**config.mk**
```make
export PLATFORM = sky130hd
export DESIGN_NAME = diff_filter_p
export DESIGN_NICKNAME = d
export VERILOG_FILES = /design/src/rtl/diff_filter_p.sv
export SDC_FILE = /design/constraint.sdc
export NUM_CORES = 1
export LEC_CHECK = 0
export CAP_MARGIN = 25
export CORE_MARGIN = 10
export CORE_UTILIZATION = 54
export DETAILED_ROUTE_END_ITERATION = 8
export GPL_TIMING_DRIVEN = 0
export PLACE_DENSITY = 0.8
export REMOVE_ABC_BUFFERS = 1
export SKIP_CTS_REPAIR_TIMING = 1
export SYNTH_ARGS = -nofsm -noshare
export SYNTH_HDL_FRONTEND = slang
export SYNTH_SLANG_ARGS = --single-unit
```
**constraint.sdc**
```tcl
create_clock -name clk -period 4.4 [get_ports clk]
set_input_delay 0.88 -clock clk [delete_from_list [all_inputs] [get_ports clk]]
set_output_delay 0.88 -clock clk [all_outputs]
set_load 0.05 [all_outputs]
```
**src/rtl/diff_filter_p.sv**
```systemverilog
// Derivative stage: first difference or 5-point kernel on accepted samples, saturated to DW bits.
// Latency: 1 cycle from accepting edge to dout/out_valid/sat; one sample per cycle.
// No backpressure: every in_valid sample is accepted; output suppressed during warm-up/mode change.
module diff_filter_p #(
    parameter int DW        = 16,
    parameter bit SIGNED_IN = 1'b0,
    parameter int SHIFT     = 3
) (
    input  logic          clk,
    input  logic          rst,
    input  logic [DW-1:0] din,
    input  logic          in_valid,
    input  logic          mode,
    output logic [DW-1:0] dout,
    output logic          out_valid,
    output logic          sat
);

    // Four guard bits hold the 5-point kernel sum (about +/-3*2^DW) without overflow.
    localparam int EW = DW + 4;
    localparam logic signed [EW-1:0] MAXV = EW'((2 ** (DW - 1)) - 1);
    localparam logic signed [EW-1:0] MINV = ~MAXV;

    logic signed [EW-1:0] x;
    logic signed [EW-1:0] x1_q, x2_q, x3_q, x4_q;
    logic signed [EW-1:0] x1_d, x2_d, x3_d, x4_d;
    logic [2:0]           cnt_q, cnt_d;
    logic                 mode_q, mode_d;
    logic [DW-1:0]        dout_q, dout_d;
    logic                 vld_q, vld_d;
    logic                 sat_q, sat_d;

    logic signed [EW-1:0] diff1;
    logic signed [EW-1:0] sum5;
    logic signed [EW-1:0] k5;
    logic signed [EW-1:0] y;
    logic                 emit;

    // Widen the incoming sample by zero- or sign-extension.
    always_comb begin
        if (SIGNED_IN) begin
            x = {{4{din[DW-1]}}, din};
        end else begin
            x = {4'b0000, din};
        end
    end

    // Both derivative candidates, then pick by the sample's mode.
    always_comb begin
        diff1 = x - x1_q;
        sum5  = (x <<< 1) + x1_q - x3_q - (x4_q <<< 1);
        k5    = sum5 >>> SHIFT;
        y     = mode ? k5 : diff1;
    end

    // Next state: history shift, warm-up/mode tracking, and saturated output capture.
    always_comb begin
        x1_d   = x1_q;
        x2_d   = x2_q;
        x3_d   = x3_q;
        x4_d   = x4_q;
        cnt_d  = cnt_q;
        mode_d = mode_q;
        dout_d = dout_q;
        sat_d  = sat_q;
        vld_d  = 1'b0;
        emit   = 1'b0;
        if (in_valid) begin
            x4_d = x3_q;
            x3_d = x2_q;
            x2_d = x1_q;
            x1_d = x;
            if (mode != mode_q) begin
                // New mode restarts warm-up; this sample already counts as the first.
                mode_d = mode;
                cnt_d  = 3'd1;
            end else begin
                emit = mode_q ? (cnt_q >= 3'd4) : (cnt_q >= 3'd1);
                if (cnt_q < 3'd4) begin
                    cnt_d = cnt_q + 3'd1;
                end
            end
        end
        if (emit) begin
            vld_d = 1'b1;
            if (y > MAXV) begin
                dout_d = MAXV[DW-1:0];
                sat_d  = 1'b1;
            end else if (y < MINV) begin
                dout_d = MINV[DW-1:0];
                sat_d  = 1'b1;
            end else begin
                dout_d = y[DW-1:0];
                sat_d  = 1'b0;
            end
        end
    end

    // State registers with synchronous reset that overrides any sample on the same edge.
    always_ff @(posedge clk) begin
        if (rst) begin
            x1_q   <= '0;
            x2_q   <= '0;
            x3_q   <= '0;
            x4_q   <= '0;
            cnt_q  <= '0;
            mode_q <= 1'b0;
            dout_q <= '0;
            vld_q  <= 1'b0;
            sat_q  <= 1'b0;
        end else begin
            x1_q   <= x1_d;
            x2_q   <= x2_d;
            x3_q   <= x3_d;
            x4_q   <= x4_d;
            cnt_q  <= cnt_d;
            mode_q <= mode_d;
            dout_q <= dout_d;
            vld_q  <= vld_d;
            sat_q  <= sat_d;
        end
    end

    assign dout      = dout_q;
    assign out_valid = vld_q;
    assign sat       = sat_q;

endmodule
```
==> results.py, run 1 <==
metrics = {
    "critical_path": {
        "critical-path-max-stage-delay_ns": 0.52,
        "crit_buf_inv": 3,
        "r2r_slack_ns": 0.20,
        "start_kind": "input pin",
        "cpMaxStageDelayCell": "fa_1",
        "cp_max_fo": 7,
        "path_cells": "clkbuf_2 > inv_1 > fa_1 > inv_1 > ha_4 > nand3_2 > nand2b_1 > a32oi_2 > nand2_1 > nand2_1 > a21oi_1 > xnor2_1 > ha_1 > and3_4 > nand3_4 > o21ai_4 > a31oi_4 > and4_1 > a22o_4 > nor4_1",
        "crit_cells": 20,
        "crit-reg2reg-launch": "x1_q[3]",
        "cp_top_family": "simple AND/OR/NAND/NOR gates",
        "crit_required_ns": 4.68,
        "criticalPathCategory": "in -> reg",
        "endpoint_kind": "flop",
        "reg2reg_depth": 20,
        "r2r-end": "dout[10]",
        "arrival_ns": 4.63,
    },
    "layout": {
        "drive_gt1_share_pct": 14.1,
        "diodes": 0,
        "ff_latch_area_sq_um": 1720,
        "multi_input_area_sq_um": 4070,
        "area_growth_pct": 18.2,
        "fill_cells": 873,
        "fin_nets": 819,
        "final_area_sq_um": 6930,
        "layout.cells.non_filler": 872,
    },
    "power": {
        "p_leak_nw": 2.93,
        "worst_ir_drop_vdd_uv": 195,
        "power_density_nw_per_um2": 388,
        "total_power_w": 0.00269,
    },
    "grt": {
        "grt.overflow.total": 0,
        "track_usage_pct": 16.4,
        "grt_first_pass_wirelength_microns": 21900,
        "antenna_found_initial": 0,
        "grt_pass1_vias": 4579,
        "grt_max_degree": 51,
    },
    "detailed_routing": {
        "via_count": 4861,
        "drtIter0Drc": 299,
        "firstDrtPassIters": 5,
        "drc": 0,
        "postRouteAntennaNets": 0,
        "totalWireLength_microns": 13600,
        "wl_per_cell_microns": 15.6,
        "via_per_inst": 5.57,
    },
    "placed_design": {
        "io_buffers": 37,
        "placed_area_sq_um": 6350,
        "place_ws_ns": -1.50,
        "dp_cells": 841,
        "place.gp.congestion": 0.845,
        "dpl.hpwl_microns": 10100,
    },
    "timing": {
        "final-hold-violation-count": 0,
        "tightest_slew_ns": 1.03,
        "finalCriticalPeriod_ns": 4.35,
        "postLayoutSetupSlackWorst_ns": 0.0477,
        "fmax_ghz": 0.230,
        "worst_clock_skew_ns": 0.0113,
        "relSlewSlack_pct": 31.3,
        "whs_ns": 0.462,
        "setup_viol": 0,
        "fin_crit_sh_pct": 98.9,
        "slew_violations": 0,
    },
    "synthesis": {
        "yosysTopAreaCell": "dfxtp_1",
        "ys.warnings.count": 0,
        "async_flop_share_pct": 0,
        "syn_area_sq_um": 5860,
        "syn_area_per_cell_sq_um": 8.51,
        "ys_top_cells_by_count": "91 x nor2_1, 86 x dfxtp_1, 83 x inv_1",
        "synth_cell_types": 51,
        "ys.flop_type": "dfxtp_1",
        "yosys-top-cells-area": "dfxtp_1 29%, mux2i_1 11%, ha_1 11%, nor2_1 5.8%, fa_1 5.8%",
        "synth.most_common_cell": "nor2_1",
        "netlist.area_leader.share_pct": 29.4,
        "yosysSeqAreaShare_pct": 29.4,
        "synth_cells": 689,
        "ys_seq_elements": 86,
        "synth_edf_count": 0,
    },
    "hold_path": {
        "hold_depth": 2,
        "hp-class": "reg -> reg",
        "hold_start": "dout[7]",
        "hold_end": "dout[7]",
    },
    "clock_network": {
        "clock_path_buffers": 2,
        "path_clk_slew_ns": 0.09,
        "clockRootBuffer": "clkbuf_8",
        "cts_buffers": 9,
        "h-tree-depth": 3,
        "clkLatencyLatePin_ns": 0.37,
        "cts_tree": "built",
        "numClockSinks": 86,
    },
    "die": {
        "rows": 37,
        "core_area_sq_um": 10500,
        "io_pins": 38,
        "die_w_microns": 124,
        "fp.dieH_microns": 124,
        "die_area_sq_um": 15400,
        "initial_core_util_pct": 56.1,
    },
    "status": {
        "status": "finished clean",
    },
    "run": {
        "maxCapViolCount": 0,
    },
}
-- state kept, by name, summed over array words and instances, names as in the netlist --
name / count
x1_q: 16
out_valid: 1
x4_q: 16
x3_q: 16
cnt_q: 3
sat: 1
dout: 16
mode_q: 1
x2_q: 16
-- layout make-up --
cell class | instances | share of cell area (%)
Tap cell | 136 | 2.46
Timing Repair Buffer | 54 | 7.08
Clock inverter | 6 | 0.560
Clock buffer | 10 | 1.84
Sequential cell | 86 | 24.8
Inverter | 84 | 4.55
Multi-Input combinational cell | 496 | 58.7
-- routing by layer --
metal	share of wire, %	up-vias	track usage [%]
met5	0	-	0
li1	-	2429	-
met3	5.1	14	2.80
met4	1.5	0	5.45
met1	45	2304	21.0
met2	48	114	27.1
-- report_power, final --
group / internal (W) / switching, W
combinational: 0.000606 / 0.000747
clock: 0.000203 / 0.000300
sequential: 0.000811 / 0.0000243
total: 0.00162 / 0.00107
-- cells by family after synthesis --
logic type,share of synthesized area (%)
AND/OR/NAND/NOR,13.3
AO/OA/AOI/OAI,16.1
buffers and inverters,6.98
flip-flops,29.4
adder cells (fa/ha/maj),16.7
multiplexers,11.3
XOR/XNOR,6.27
-- tightest hold or removal path, cell delays in order, from the launching register on --
cell and delay [ns]:
dfxtp_1 0.33, nand2_1 0.05, o21ai_0 0.05
-- placed cells by master, fill, tap and decap left out, types with 4 or more instances in the layout --
cell / n
a211oi_1: 6
a211oi_2: 5
a21o_1: 11
a21oi_1: 39
a21oi_2: 8
a31oi_1: 5
and2_1: 4
buf_4: 18
clkbuf_2: 6
clkbuf_8: 9
clkdlybuf4s50_1: 23
dfxtp_1: 86
fa_1: 14
ha_1: 42
ha_4: 8
inv_1: 79
inv_2: 4
mux2i_1: 66
nand2_1: 28
nand2b_1: 4
nand3_1: 5
nor2_1: 91
nor2b_1: 5
nor3_1: 13
nor4_1: 4
o211ai_1: 7
o21a_1: 7
o21ai_0: 16
o21ai_2: 6
o22ai_1: 6
o31ai_1: 4
xnor2_1: 30
xor2_1: 11
-- through the flow --
stage	util, %	setup TNS, ns
2_1_floorplan	-	-1.55
3_3_place_gp	60.3	-43.20
3_5_place_dp	60.7	-22.38
4_1_cts	62.3	-16.03
5_1_grt	66.2	-0.861
6_report	66.2	0
-- how the worst max path moves through the flow --
stage                          end   start  slack [ns]
after detailed placement  dout[10]  din[5]       -1.50
final                     dout[10]  din[5]        0.05
after CTS                 dout[10]  din[5]       -1.14
after global placement     dout[4]  din[5]       -1.50
after floorplan           dout[10]  din[5]       -0.24
after global routing      dout[13]  din[9]       -0.13
Note: power is estimated with default switching activity, not from simulation.
==> run 2: changes to the inputs <==
--- a/config.mk
+++ b/config.mk
@@ -6,11 +6,13 @@
 export NUM_CORES = 1
 export LEC_CHECK = 0
 export CAP_MARGIN = 25
+export CELL_PAD_IN_SITES_DETAIL_PLACEMENT = 1
+export CELL_PAD_IN_SITES_GLOBAL_PLACEMENT = 2
 export CORE_MARGIN = 10
-export CORE_UTILIZATION = 54
+export CORE_UTILIZATION = 33
 export DETAILED_ROUTE_END_ITERATION = 8
 export GPL_TIMING_DRIVEN = 0
-export PLACE_DENSITY = 0.8
+export PLACE_DENSITY = 0.79
 export REMOVE_ABC_BUFFERS = 1
 export SKIP_CTS_REPAIR_TIMING = 1
 export SYNTH_ARGS = -nofsm -noshare
==> run 2 against run 1 <==
Net effect: flip-flop and latch count is the same; power up 16%; hold slack got worse by 0.0093 ns; final area grew 6.4%; the flow now finishes with violations (setup timing); cell count is 11% higher; first-iteration DRC count decreased by 58%; largest power group unchanged; clock skew decreased by 0.0021 ns; setup slack worse by 0.076 ns; core utilization down 24 points; sequential share of layout area is 1.5 points lower.
==> results.py, run 2 (synthesis results as in run 1) <==
metrics = {
    "die": {
        "fp.dieH_microns": 153,
        "die_w_microns": 153,
        "core_area_sq_um": 17400,
        "initial_core_util_pct": 33.8,
        "die_area_sq_um": 23500,
        "io_pins": 38,
        "rows": 48,
    },
    "timing": {
        "worst_clock_skew_ns": 0.00925,
        "fin_crit_sh_pct": 101,
        "setup_viol": 5,
        "postLayoutSetupSlackWorst_ns": -0.0283,
        "fmax_ghz": 0.226,
        "relSlewSlack_pct": 45.0,
        "finalCriticalPeriod_ns": 4.43,
        "whs_ns": 0.453,
        "tightest_slew_ns": 0.825,
        "final-hold-violation-count": 0,
        "slew_violations": 0,
    },
    "detailed_routing": {
        "firstDrtPassIters": 4,
        "wl_met1_microns": 7430,
        "wl_per_cell_microns": 16.7,
        "postRouteAntennaNets": 0,
        "drtIter0Drc": 127,
        "wl_met2_microns": 7970,
        "top_layer": "met4",
        "via_count": 4908,
        "route.met3.wl_microns": 494,
        "drc": 0,
        "totalWireLength_microns": 16200,
        "via_per_inst": 5.05,
    },
    "critical_path": {
        "start_kind": "input pin",
        "cpMaxStageDelayCell": "fa_1",
        "crit_required_ns": 4.68,
        "criticalPathCategory": "in -> reg",
        "cp_top_family": "compound AO/OA/AOI/OAI gates",
        "endpoint_kind": "flop",
        "path_cells": "clkbuf_2 > inv_1 > fa_1 > inv_1 > ha_4 > o21ai_1 > o21bai_2 > nand2b_1 > a32oi_2 > nand2_1 > nand2_1 > a21oi_2 > xnor2_1 > ha_1 > and3_4 > nand3_4 > o21ai_4 > a31oi_4 > and4_1 > a22o_4 > nor3_2",
        "r2r-end": "dout[6]",
        "critical-path-max-stage-delay_ns": 0.54,
        "r2r_slack_ns": 0.24,
        "reg2reg_depth": 17,
        "cp_max_fo": 6,
        "crit-reg2reg-launch": "x3_q[1]",
        "arrival_ns": 4.71,
        "crit_buf_inv": 3,
    },
    "layout": {
        "drive_gt1_share_pct": 15.8,
        "area_growth_pct": 25.7,
        "most-common-layout-cells": "91 x nor2_1, 86 x dfxtp_1, 82 x inv_1",
        "ff_latch_area_sq_um": 1720,
        "fill_cells": 2005,
        "final_common_cell": "nor2_1",
        "multi_input_area_sq_um": 4130,
        "diodes": 0,
        "layout.cells.non_filler": 972,
        "final_core_util_pct": 42.5,
        "fin_nets": 830,
    },
    "clock_network": {
        "path_clk_slew_ns": 0.06,
        "clkLatencyLatePin_ns": 0.36,
        "clock_path_buffers": 2,
        "numClockSinks": 86,
        "cts_buffers": 9,
        "cts_tree": "built",
        "h-tree-depth": 3,
        "clockRootBuffer": "clkbuf_16",
    },
    "grt": {
        "grt_max_degree": 45,
        "track_usage_pct": 13.0,
        "grt_pass1_vias": 5015,
        "grt_first_pass_wirelength_microns": 25200,
        "antenna_found_initial": 0,
        "grt.overflow.total": 0,
    },
    "power": {
        "total_power_w": 0.00312,
        "power_density_nw_per_um2": 423,
        "p_leak_nw": 3.09,
        "worst_ir_drop_vdd_uv": 199,
    },
    "placed_design": {
        "dp_cells": 930,
        "place.gp.congestion": 0.854,
        "dpl.hpwl_microns": 12000,
        "io_buffers": 37,
    },
    "run": {
        "maxCapViolCount": 0,
    },
    "hold_path": {
        "hold_start": "dout[5]",
        "hp-class": "reg -> reg",
        "hold_depth": 2,
        "hold_end": "dout[5]",
    },
    "status": {
        "status": "finished with violations",
        "violations": "setup timing",
    },
}
[run 2: cell type report]
cell class | instances | area share, %
flip-flops and latches | 86 | 23.4
multi-input cells | 496 | 56.0
well taps | 225 | 3.82
inverters | 84 | 4.28
repair buffers | 65 | 8.22
clock inverters | 4 | 0.951
clock buffers | 12 | 3.34
[run 2: per-stage QoR]
step / worst slack, ns / TNS (ns) / area [sq um]
after floorplan: -0.236 / -1.55 / 5770
after global placement: -1.68 / -56.70 / 6420
after detailed placement: -1.83 / -27.13 / 6460
after CTS: -1.52 / -21.78 / 6780
after global routing: -0.245 / -2.39 / 7370
final: -0.0283 / -0.114 / 7370
[run 2: worst max-delay path by stage]
stage	endpoint	depth (start not counted)	slack, ns	from
3_5_place_dp	dout[4]	20	-1.83	din[5]
4_1_cts	dout[4]	20	-1.52	din[5]
6_report	dout[8]	21	-0.03	din[2]
3_3_place_gp	dout[10]	20	-1.68	din[5]
5_1_grt	dout[10]	21	-0.25	din[2]
2_1_floorplan	dout[10]	19	-0.24	din[5]
[run 2: tightest hold or removal path, delay by kind of cell, from the launching register on]
family	cells	cell delay (ns)
simple gates	1	0.05
compound gates	1	0.05
flops	1	0.32
[run 2: where the power goes]
group	internal (W)	leakage [nW]	switching, W
sequential	0.000812	0.700	0.0000253
combinational	0.000661	2.23	0.000796
clock	0.000511	0.157	0.000313
total	0.00198	3.09	0.00113
[run 2: per-layer routing]
metal  up-vias  track usage (%)
met4         0             6.09
met5         -                0
met1      2369             15.8
li1       2453                -
met2        66             21.6
met3        20             2.41
==> run 3: changes to the inputs <==
--- a/config.mk
+++ b/config.mk
@@ -5,14 +5,16 @@
 export SDC_FILE = /design/constraint.sdc
 export NUM_CORES = 1
 export LEC_CHECK = 0
+export ABC_AREA = 1
 export CAP_MARGIN = 25
 export CELL_PAD_IN_SITES_DETAIL_PLACEMENT = 1
 export CELL_PAD_IN_SITES_GLOBAL_PLACEMENT = 2
 export CORE_MARGIN = 10
-export CORE_UTILIZATION = 33
+export CORE_UTILIZATION = 31
 export DETAILED_ROUTE_END_ITERATION = 8
 export GPL_TIMING_DRIVEN = 0
-export PLACE_DENSITY = 0.79
+export MAX_ROUTING_LAYER = met4
+export PLACE_DENSITY = 0.8
 export REMOVE_ABC_BUFFERS = 1
 export SKIP_CTS_REPAIR_TIMING = 1
 export SYNTH_ARGS = -nofsm -noshare
==> run 3 against run 2 <==
Net effect: the flow now finishes without violations; die area increased by 12%; setup slack improved by 0.14 ns; non-clock buffer count decreased by 3; via count increased by 19%; critical path depth increased by 4; power increased by 31%; critical endpoint is now dout[3]; largest cell class unchanged; largest power group unchanged.
==> results.py, run 3 <==
metrics = {
    "status": {
        "status": "finished clean",
    },
    "clock_network": {
        "clkLatencyLatePin_ns": 0.36,
        "path_clk_slew_ns": 0.06,
        "cts_tree": "built",
        "clock_path_buffers": 2,
        "numClockSinks": 86,
        "h-tree-depth": 3,
        "clockRootBuffer": "clkbuf_16",
        "cts_buffers": 9,
    },
    "grt": {
        "grt.overflow.total": 0,
        "grt_max_degree": 54,
        "antenna_found_initial": 0,
        "grt_first_pass_wirelength_microns": 29400,
        "grt_pass1_vias": 5887,
        "track_usage_pct": 13.9,
    },
    "power": {
        "power_density_nw_per_um2": 514,
        "total_power_w": 0.00410,
        "p_leak_nw": 3.54,
        "worst_ir_drop_vdd_uv": 169,
    },
    "layout": {
        "area_growth_pct": 26.7,
        "final_core_util_pct": 39.7,
        "diodes": 0,
        "fin_nets": 1040,
        "final_common_cell": "nand2_1",
        "most-common-layout-cells": "155 x nand2_1, 120 x inv_1, 95 x a21oi_1",
        "drive_gt1_share_pct": 19.4,
        "fill_cells": 2488,
    },
    "die": {
        "io_pins": 38,
        "rows": 52,
        "fp.dieH_microns": 163,
        "initial_core_util_pct": 31.3,
        "die_w_microns": 163,
        "die_area_sq_um": 26400,
        "core_area_sq_um": 20100,
    },
    "synthesis": {
        "async_flop_share_pct": 0,
        "ys_top_cells_by_count": "179 x nand2_1, 137 x inv_1, 106 x a21oi_1",
        "syn_area_sq_um": 6300,
        "yosysSeqAreaShare_pct": 27.3,
        "ys_seq_elements": 86,
        "synth_edf_count": 0,
        "synth_cells": 907,
        "synth_cell_types": 40,
        "yosys-top-cells-area": "dfxtp_1 27%, nand2_1 11%, ha_1 10%, a21oi_1 8.4%, inv_1 8.2%",
        "ys.warnings.count": 0,
        "ys.flop_type": "dfxtp_1",
        "synth.most_common_cell": "nand2_1",
        "yosysTopAreaCell": "dfxtp_1",
        "netlist.area_leader.share_pct": 27.3,
        "syn_area_per_cell_sq_um": 6.94,
    },
    "placed_design": {
        "io_buffers": 37,
        "place_ws_ns": -1.20,
        "dpl.hpwl_microns": 13800,
        "place.gp.congestion": 0.832,
    },
    "timing": {
        "final-hold-violation-count": 0,
        "postLayoutSetupSlackWorst_ns": 0.115,
        "tightest_slew_ns": 1.01,
        "fin_tns_setup_ns": 0,
        "slew_violations": 0,
        "fmax_ghz": 0.233,
        "finalCriticalPeriod_ns": 4.28,
        "setup_viol": 0,
        "fin_crit_sh_pct": 97.4,
        "whs_ns": 0.465,
        "worst_clock_skew_ns": 0.00886,
        "relSlewSlack_pct": 32.6,
    },
    "critical_path": {
        "reg2reg_depth": 24,
        "criticalPathCategory": "in -> reg",
        "r2r_slack_ns": 0.34,
        "r2r-end": "dout[3]",
        "crit-reg2reg-launch": "x1_q[8]",
        "start_kind": "input pin",
        "crit_required_ns": 4.59,
        "endpoint_kind": "flop",
        "arrival_ns": 4.48,
        "cp_max_fo": 8,
    },
    "hold_path": {
        "hp-class": "reg -> reg",
        "hold_depth": 2,
        "hold_start": "dout[2]",
        "hold_end": "dout[2]",
    },
    "detailed_routing": {
        "totalWireLength_microns": 18900,
        "wl_per_cell_microns": 15.4,
        "via_count": 5860,
        "drtIter0Drc": 225,
        "postRouteAntennaNets": 0,
        "firstDrtPassIters": 4,
        "drc": 0,
        "via_per_inst": 4.78,
    },
    "run": {
        "maxCapViolCount": 0,
    },
}
run 3: metal layers:
metal  GRT usage (%)  share of wire (%)  up-vias  wire length, microns
met5               -                  0        -                     0
met4            4.55                1.3        0                   241
met3            2.00                2.6       14                   486
met2            22.0                 47       51                  8910
met1            18.0                 49     2782                  9310
li1                -                  -     3013                     -
run 3: report_power, final:
part           leakage [nW]  internal, W  switching [W]
clock                 0.161     0.000555       0.000325
sequential            0.709     0.000834      0.0000286
combinational          2.67     0.000955        0.00140
run 3: how the worst max path moves through the flow:
stage | startpoint | endpoint | cells past startpoint
floorplan | din[0] | dout[13] | 26
global placement | in_valid | dout[5] | 9
detailed placement | din[7] | dout[1] | 28
CTS | din[7] | dout[1] | 28
global route | din[6] | dout[2] | 25
finish | din[3] | dout[3] | 25
run 3: stage by stage:
stage | instances | area (sq um)
after global placement | 1184 | 6830
final | 1227 | 7980
after global routing | 1227 | 7980
after detailed placement | 1186 | 6870
after CTS | 1202 | 7200
after floorplan | 877 | 6120
run 3: layout make-up:
| cell class | instances | area, sq um | area share, % |
|---|---|---|---|
| clock buffer | 12 | 236 | 2.96 |
| clock inverter | 4 | 95.1 | 1.19 |
| inverter | 140 | 537 | 6.72 |
| multi-input combinational | 652 | 4470 | 56.0 |
| sequential | 86 | 1720 | 21.6 |
| tap | 270 | 338 | 4.23 |
| timing repair buffer | 62 | 577 | 7.23 |
| timing repair inverter | 1 | 11.3 | 0.141 |
run 3: logic make-up (layout without fill, tap and decap cells):
group                      after synthesis  in the layout  synth area share (%)
and+or+nand+nor                        323            324                  22.2
buffers and inverters                  170            219                  11.2
DFF                                     86             86                  27.3
AOI/OAI and AO/OA                      234            234                  20.2
xor gates and xnor gates                26             26                  3.62
adders and majority gates               68             68                  15.5
run 3: worst max-delay path: stages:
cell and delay (ns):
clkbuf_2 0.10, inv_2 0.05, fa_1 0.52, inv_1 0.07, ha_4 0.30, nand2_1 0.06
inv_1 0.08, nand4_1 0.20, inv_2 0.14, a21oi_4 0.07, buf_4 0.15, xnor2_4 0.17
ha_4 0.24, a21oi_1 0.22, nand2_1 0.12, a21oi_2 0.16, nand2_2 0.09, nand2_2 0.11
nand3_4 0.09, a21oi_4 0.23, nand3_4 0.12, nand2_8 0.14, inv_8 0.05, nand2_1 0.06
a21oi_1 0.05
